==> config.mk <==
export PLATFORM = sky130hd
export DESIGN_NAME = reg_file_scoreboard
export DESIGN_NICKNAME = d
export VERILOG_FILES = /design/src/rtl/reg_file_scoreboard.sv
export SDC_FILE = /design/constraint.sdc
export NUM_CORES = 2
export LEC_CHECK = 0
export CAP_MARGIN = 0
export CORE_MARGIN = 5
export CORE_UTILIZATION = 30
export CTS_CLUSTER_DIAMETER = 200
export DETAILED_ROUTE_END_ITERATION = 10
export PLACE_DENSITY = 0.49
export RECOVER_POWER = 50
export SYNTH_ARGS = -nofsm -noshare
export SYNTH_HDL_FRONTEND = slang
export SYNTH_SLANG_ARGS = --single-unit
==> constraint.sdc <==
create_clock -name clk -period 75.9 [get_ports clk]
set_input_delay 15.18 -clock clk [delete_from_list [all_inputs] [get_ports clk]]
set_output_delay 15.18 -clock clk [all_outputs]
set_load 0.03 [all_outputs]
==> src/rtl/reg_file_scoreboard.sv <==
// Register file with a busy-bit scoreboard for in-order issue.
// Holds x1..x31, registered 2-read operand path with write-back bypass,
// RAW/WAW stall generation, pending-write count and a sticky write-back error.
module reg_file_scoreboard #(
  parameter int NREGS = 32,
  parameter int XLEN  = 32
) (
  input  logic            clk,
  input  logic            rst,
  input  logic            wb_en,
  input  logic [4:0]      wb_rd,
  input  logic [XLEN-1:0] wb_data,
  input  logic            rd_req,
  input  logic [4:0]      rs1_addr,
  input  logic [4:0]      rs2_addr,
  output logic [XLEN-1:0] rs1_data,
  output logic [XLEN-1:0] rs2_data,
  input  logic            iss_valid,
  input  logic            iss_rd_en,
  input  logic [4:0]      iss_rd,
  output logic            iss_stall,
  output logic [5:0]      pend_cnt,
  output logic            wb_err
);

  logic [XLEN-1:0]  regs_q [NREGS];
  logic [NREGS-1:0] busy_q, busy_d;
  logic [XLEN-1:0]  rs1_q, rs1_d, rs2_q, rs2_d;
  logic [5:0]       cnt_q, cnt_d;
  logic             err_q, err_d;

  logic wb_act, iss_set, inc, dec;
  logic clr_rs1, clr_rs2, clr_rd;

  // Write-back to x0 is a no-op everywhere, so qualify it once here.
  assign wb_act  = wb_en && (wb_rd != 5'd0);
  assign clr_rs1 = wb_act && (wb_rd == rs1_addr);
  assign clr_rs2 = wb_act && (wb_rd == rs2_addr);
  assign clr_rd  = wb_act && (wb_rd == iss_rd);

  // Hazard check; a same-cycle write-back to the register releases it.
  always_comb begin
    iss_stall = iss_valid &&
                ((busy_q[rs1_addr] && !clr_rs1) ||
                 (busy_q[rs2_addr] && !clr_rs2) ||
                 (iss_rd_en && busy_q[iss_rd] && !clr_rd));
  end

  assign iss_set = iss_valid && !iss_stall && iss_rd_en && (iss_rd != 5'd0);

  // Next busy map, count and error; set beats clear on the same register.
  always_comb begin
    busy_d = busy_q;
    if (wb_act)  busy_d[wb_rd]  = 1'b0;
    if (iss_set) busy_d[iss_rd] = 1'b1;
    busy_d[0] = 1'b0;
    // Count only real 0->1 and 1->0 transitions so it tracks popcount(busy).
    inc   = iss_set && !busy_q[iss_rd];
    dec   = wb_act && busy_q[wb_rd] && !(iss_set && (iss_rd == wb_rd));
    cnt_d = cnt_q + {5'd0, inc} - {5'd0, dec};
    err_d = err_q || (wb_act && !busy_q[wb_rd]);
  end

  // Operand read with bypass of the write-back landing this same edge.
  always_comb begin
    rs1_d = rs1_q;
    rs2_d = rs2_q;
    if (rd_req) begin
      if (rs1_addr == 5'd0) rs1_d = '0;
      else if (clr_rs1)     rs1_d = wb_data;
      else                  rs1_d = regs_q[rs1_addr];
      if (rs2_addr == 5'd0) rs2_d = '0;
      else if (clr_rs2)     rs2_d = wb_data;
      else                  rs2_d = regs_q[rs2_addr];
    end
  end

  // Register storage; x0 is never written and reads are forced to zero.
  always_ff @(posedge clk or posedge rst) begin
    if (rst) begin
      for (int i = 0; i < NREGS; i++) regs_q[i] <= '0;
    end else if (wb_act) begin
      regs_q[wb_rd] <= wb_data;
    end
  end

  // Scoreboard and output state.
  always_ff @(posedge clk or posedge rst) begin
    if (rst) begin
      busy_q <= '0;
      cnt_q  <= '0;
      err_q  <= 1'b0;
      rs1_q  <= '0;
      rs2_q  <= '0;
    end else begin
      busy_q <= busy_d;
      cnt_q  <= cnt_d;
      err_q  <= err_d;
      rs1_q  <= rs1_d;
      rs2_q  <= rs2_d;
    end
  end

  assign rs1_data = rs1_q;
  assign rs2_data = rs2_q;
  assign pend_cnt = cnt_q;
  assign wb_err   = err_q;

endmodule

# Yosys cells after proc, flatten, opt, wreduce, memory -nomap -nowiden
# Cells that the tools add are included.
# Widths: inputs -> output; s select.
# totals
reg_bits	1126
output_inout_bits	72
in_bits	58
elab_cells	120
# op_classes
n_addsub	2
reduce_logical	34
eq_ne	4
mux	27
bitwise_logic	6
order_cmp	10
# ops
operator	n
$bwmux 1024	1
$mux 32	11
$bmux 32 s5	2
$demux 32 s5	1
$and 32x32->32	1
$not 32->32	1
$or 32x32->32	1
$lt 5x6->1 const B	4
$bmux 1 s5	4
$eq 5x5->1	4
$logic_and 1x1->1	20
$ge 6x6->1 const B	3
$not 5->6	3
$demux 1 s5	2
$ge 5x1->1 const B	2
$logic_not 5->1	2
$reduce_bool 5->1	2
$logic_not 1->1	7
$add 6x1->6	1
$lt 6x1->1 const B	1
$mux 1	6
$sub 6x1->6	1
$logic_or 1x1->1	3

# Logic depth before layout (Yosys ltp)
# depth
ltp_word	16
ltp_mapped	16
mapped_depth_nobuf	14

# Least setup slack after synthesis
# OpenSTA, ideal clock, no wires.
# synth_path
path_type	input-to-output
startpoint	in wb_rd[3]
endpoint	out iss_stall
arrival_time_ps	17030
required_time_ps	60720
n_path_buf	2
cell_stages	8
slack_ps	43690
cell_sequence	buf_2 or2_1 buf_2 o41ai_4 nor4_1 or4_4 nand3_4 and2_2
# synth_between
elab_chain_len	8
elab_cells_between_ends	17
classes_between	3 x eq/ne; 14 x reduce/logical
# synth_lines
element	line_no	source
start, declared	11	input logic [4:0] wb_rd,
$reduce_bool 5->1	36	assign wb_act = wb_en && (wb_rd != 5'd0);
$logic_and 1x1->1	36	
$logic_and 1x1->1 (on tied branches)	37, 38	
$logic_not 1->1 (on tied branches)	44, 45	
$logic_and 1x1->1 (on tied branches)	44, 45	
$logic_or 1x1->1	44	((busy_q[rs1_addr] && !clr_rs1) ||
$logic_or 1x1->1 *	45	(busy_q[rs2_addr] && !clr_rs2) ||
$logic_and 1x1->1 *	43	iss_stall = iss_valid &&
end, declared	21	output logic iss_stall,
# Mark *: on every way between the ends. The rest lies on a longest branch, timed or not.

# Worst setup path after layout
# Same ends and word-level chain as after synthesis.

==> impl_metrics.csv <==
group,metric,value,unit
die,dieArea,0.2111,mm²
global_route,grt.overflow.total,0,
critical_path,slowest_delay,870,ps
drt,ant_nets,0,
critical_path,cp_cell_sequence,"clkdlybuf4s50_1, or2_0, o41ai_4, nor4_1, or4_4, nand3_4, and2_2, clkdlybuf4s50_1",
outcome,violations,"max-capacitance violations, max-slew violations",
critical_path,critPathLaunchType,"input port",
synthesis,synth_top_family_by_area,"multiplexers",
synthesis,synthArstFlopShare,1.000,
pwr,p_per_area,26.33,mW/mm²
clock_network,h-tree-depth,3,
timing,finalSetupViolCount,0,
timing,min_period,34460,ps
die,core,0.2017,mm²
final_layout,final_common_cell,"dfrtp_1",
clock_network,clock_sinks,1126,
drt,avgViaCountPerCell,5.699,
critical_path,crit_type,"input port to output pin",
flow_run,cap_viol_max_count,31,
critical_path,cpMostUsedCell,"clkdlybuf4s50_1",
synthesis,postSynthCellCount,4385,
final_layout,nets,4308,
timing,fin_skew,36.80,ps
critical_path,startpoint,"wb_rd[3]",
pwr,p_leak,28.99,nW
critical_path,timing.rr.start,"busy_q[28]",
synthesis,synthSimpleGateAreaFrac,0.02551,
timing,worst_pin_slew,7883,ps
worst_hold_path,worstHoldStart,"regs_q[994]",
timing,rsz0062_at_grt,"false",
placed_design,dp.cells,6792,
timing,max_freq,0.02902,GHz
global_route,antenna_found_initial,5,
critical_path,cp.arrival,19280,ps
clock_network,post_cts_buffers,0,
drt,wirelength,210800,µm
global_route,grt_pass1_wl,306100,µm
final_layout,drive_gt1_frac,0.3860,
synthesis,synth_compound_area_frac,0.07431,
timing,holdWs,398.0,ps
critical_path,worstPathRequired,60720,ps
clock_network,tritoncts,"yes",
clock_network,cts_buffers,121,
die,rows,165,
synthesis,yosys.area_share.adder,0.001569,
critical_path,crit_cells,8,
global_route,track_usage,0.1960,
drt,first_pass_iters,6,
worst_hold_path,holdCritPathClass,"flip-flop to flip-flop",
synthesis,synth_edf_count,0,
worst_hold_path,holdPathStages,0,
clock_network,clk-insertion-delay-late,760,ps
synthesis,synth-xor-area-share,0.002890,
clock_network,hold_buffers,0,
synthesis,syn_nets,4450,
synthesis,synth_mux_area_frac,0.3897,
pwr,vdd_ir_drop_max,0.02083,mV
synthesis,ys_seq_elements,1126,
timing,slew_headroom,-4.256,
synthesis,synth.distinct_cells,66,
synthesis,synth-main-ff-cell,"dfrtp_1",
global_route,grt_pass1_vias,41347,
critical_path,crit_path_end_kind,"output pin",
placed_design,gp_congestion,0.8462,
final_layout,syn_to_final_growth,11.75,%
die,die_x,459.5,µm
critical_path,worstRegToRegCells,14,
clock_network,ctsResizeCount,0,
final_layout,stdcell_count,7012,
placed_design,numPortBuffers,129,
clock_network,cts_buffer_depth,3,
critical_path,critPathMaxFanout,33,
placed_design,hpwl,109800,µm
die,initial_core_util,0.3005,
drt,wl_per_cell,30.06,µm
die,die_height,459.5,µm
drt,num_vias,39964,
critical_path,critPathBufInv,2,
timing,maxSlewViolCount,1125,
pwr,total_power,1.784,mW
drt,dr.first_iter.drc_count,3244,
final_layout,layout_common_cells,"dfrtp_1, mux2_2, mux2i_1, mux4_2, a221oi_1",
die,ios,130,
clock_network,clk_pin_slew,60,ps
timing,hold_violations,0,
critical_path,cp_top_family,"simple AND/OR/NAND/NOR gates",
critical_path,cp_slowest_cell,"clkdlybuf4s50_1",
timing,fin_crit_sh,0.4540,
synthesis,syn_avg_cell_area,13.82,µm²
clock_network,cts_root_buf,"clkbuf_16",
final_layout,fill_cells,19657,
synthesis,yosysSeqAreaShare,0.4648,
outcome,outcome,"finished, violations left",
synthesis,synth-warning-count,0,
timing,tns,0,ps
drt,drc,0,
synthesis,syn_area,0.06062,mm²
global_route,grt_max_degree,146,
area by class of cell:
class | instances | area [µm²] | area share
Multi-Input combinational cell | 2754 | 30080 | 0.4440
Sequential cell | 1126 | 28180 | 0.4160
Clock buffer | 189 | 3617 | 0.05340
Tap cell | 2672 | 3343 | 0.04936
Timing Repair Buffer | 223 | 1986 | 0.02931
Clock inverter | 30 | 445.4 | 0.006576
Inverter | 17 | 91.34 | 0.001348
Antenna cell | 1 | 2.502 | 0.00003694
cells in the mapped netlist (33+ instances only):
master    count  area, µm²
mux4_2      343       7725
dfrtp_1    1126      28180
a22oi_1      93      698.2
a221oi_1    195       1708
clkbuf_1    265      994.7
o211ai_1     75      563.0
buf_1        33      123.9
mux2i_1     455       4554
buf_4        36      270.3
mux2_2      998      11240
buf_2       118      590.6
o21ai_0     146      730.7
nand3_1      64      320.3
nand2_1     141      529.3
where the power goes:
| group | leakage [nW] | internal, mW | switching [mW] |
|---|---|---|---|
| registers | 14.4 | 0.714 | 0.0844 |
| clock network | 1.99 | 0.362 | 0.254 |
| logic | 12.6 | 0.202 | 0.167 |
path summary, 6_finish.rpt:
kind                            slack [ps]     endpoint
worst max register to register       71620  pend_cnt[4]
worst max-delay path                 41440    iss_stall
worst min-delay path                   400  regs_q[994]
min in group asynchronous            16600  regs_q[821]
worst min register to register         400  regs_q[994]
max in group asynchronous            47760  regs_q[722]
sequential cells by signal, summed over array words and instances, names as in the netlist:
register	cells
regs_q	1024
rs1_data	32
rs2_data	32
wb_err	1
pend_cnt	6
busy_q	31
per-stage QoR:
step	utilization	cell area (µm²)	setup WS, ps
6_report	0.3358	67740	41440
5_1_grt	0.3358	67740	41220
4_1_cts	0.3370	67970	41380
3_5_place_dp	0.3168	63900	41380
3_3_place_gp	0.3168	63900	41360
2_1_floorplan	-	60620	29010
logic make-up after synthesis:
| kind of cell | Yosys count |
|---|---|
| muxes | 1800 |
| DFF | 1126 |
| AOI/OAI and AO/OA | 611 |
| xor gates and xnor gates | 20 |
| adders and majority gates | 7 |
| buffers and inverters | 505 |
| and+or+nand+nor | 316 |
worst reg2reg max path, delay by kind of cell (launching register included):
kind / cells / cell delay, ps
AOI/OAI and AO/OA: 5 / 1460
xor gates and xnor gates: 1 / 130
adders and majority gates: 3 / 920
buffers and inverters: 1 / 40
DFF: 1 / 490
muxes: 1 / 500
and+or+nand+nor: 3 / 660
routing by layer:
layer / GRT usage / routed length [µm] / part of all wire / up-vias
met4: 0.06244 / 6564 / 0.031 / 2
met1: 0.2724 / 93940 / 0.45 / 21802
li1: - / - / - / 16606
met5: 0 / 13 / 0.000062 / -
met2: 0.3154 / 98340 / 0.47 / 1245
met3: 0.02951 / 11910 / 0.057 / 309
Note: power is estimated with default switching activity, not from simulation.
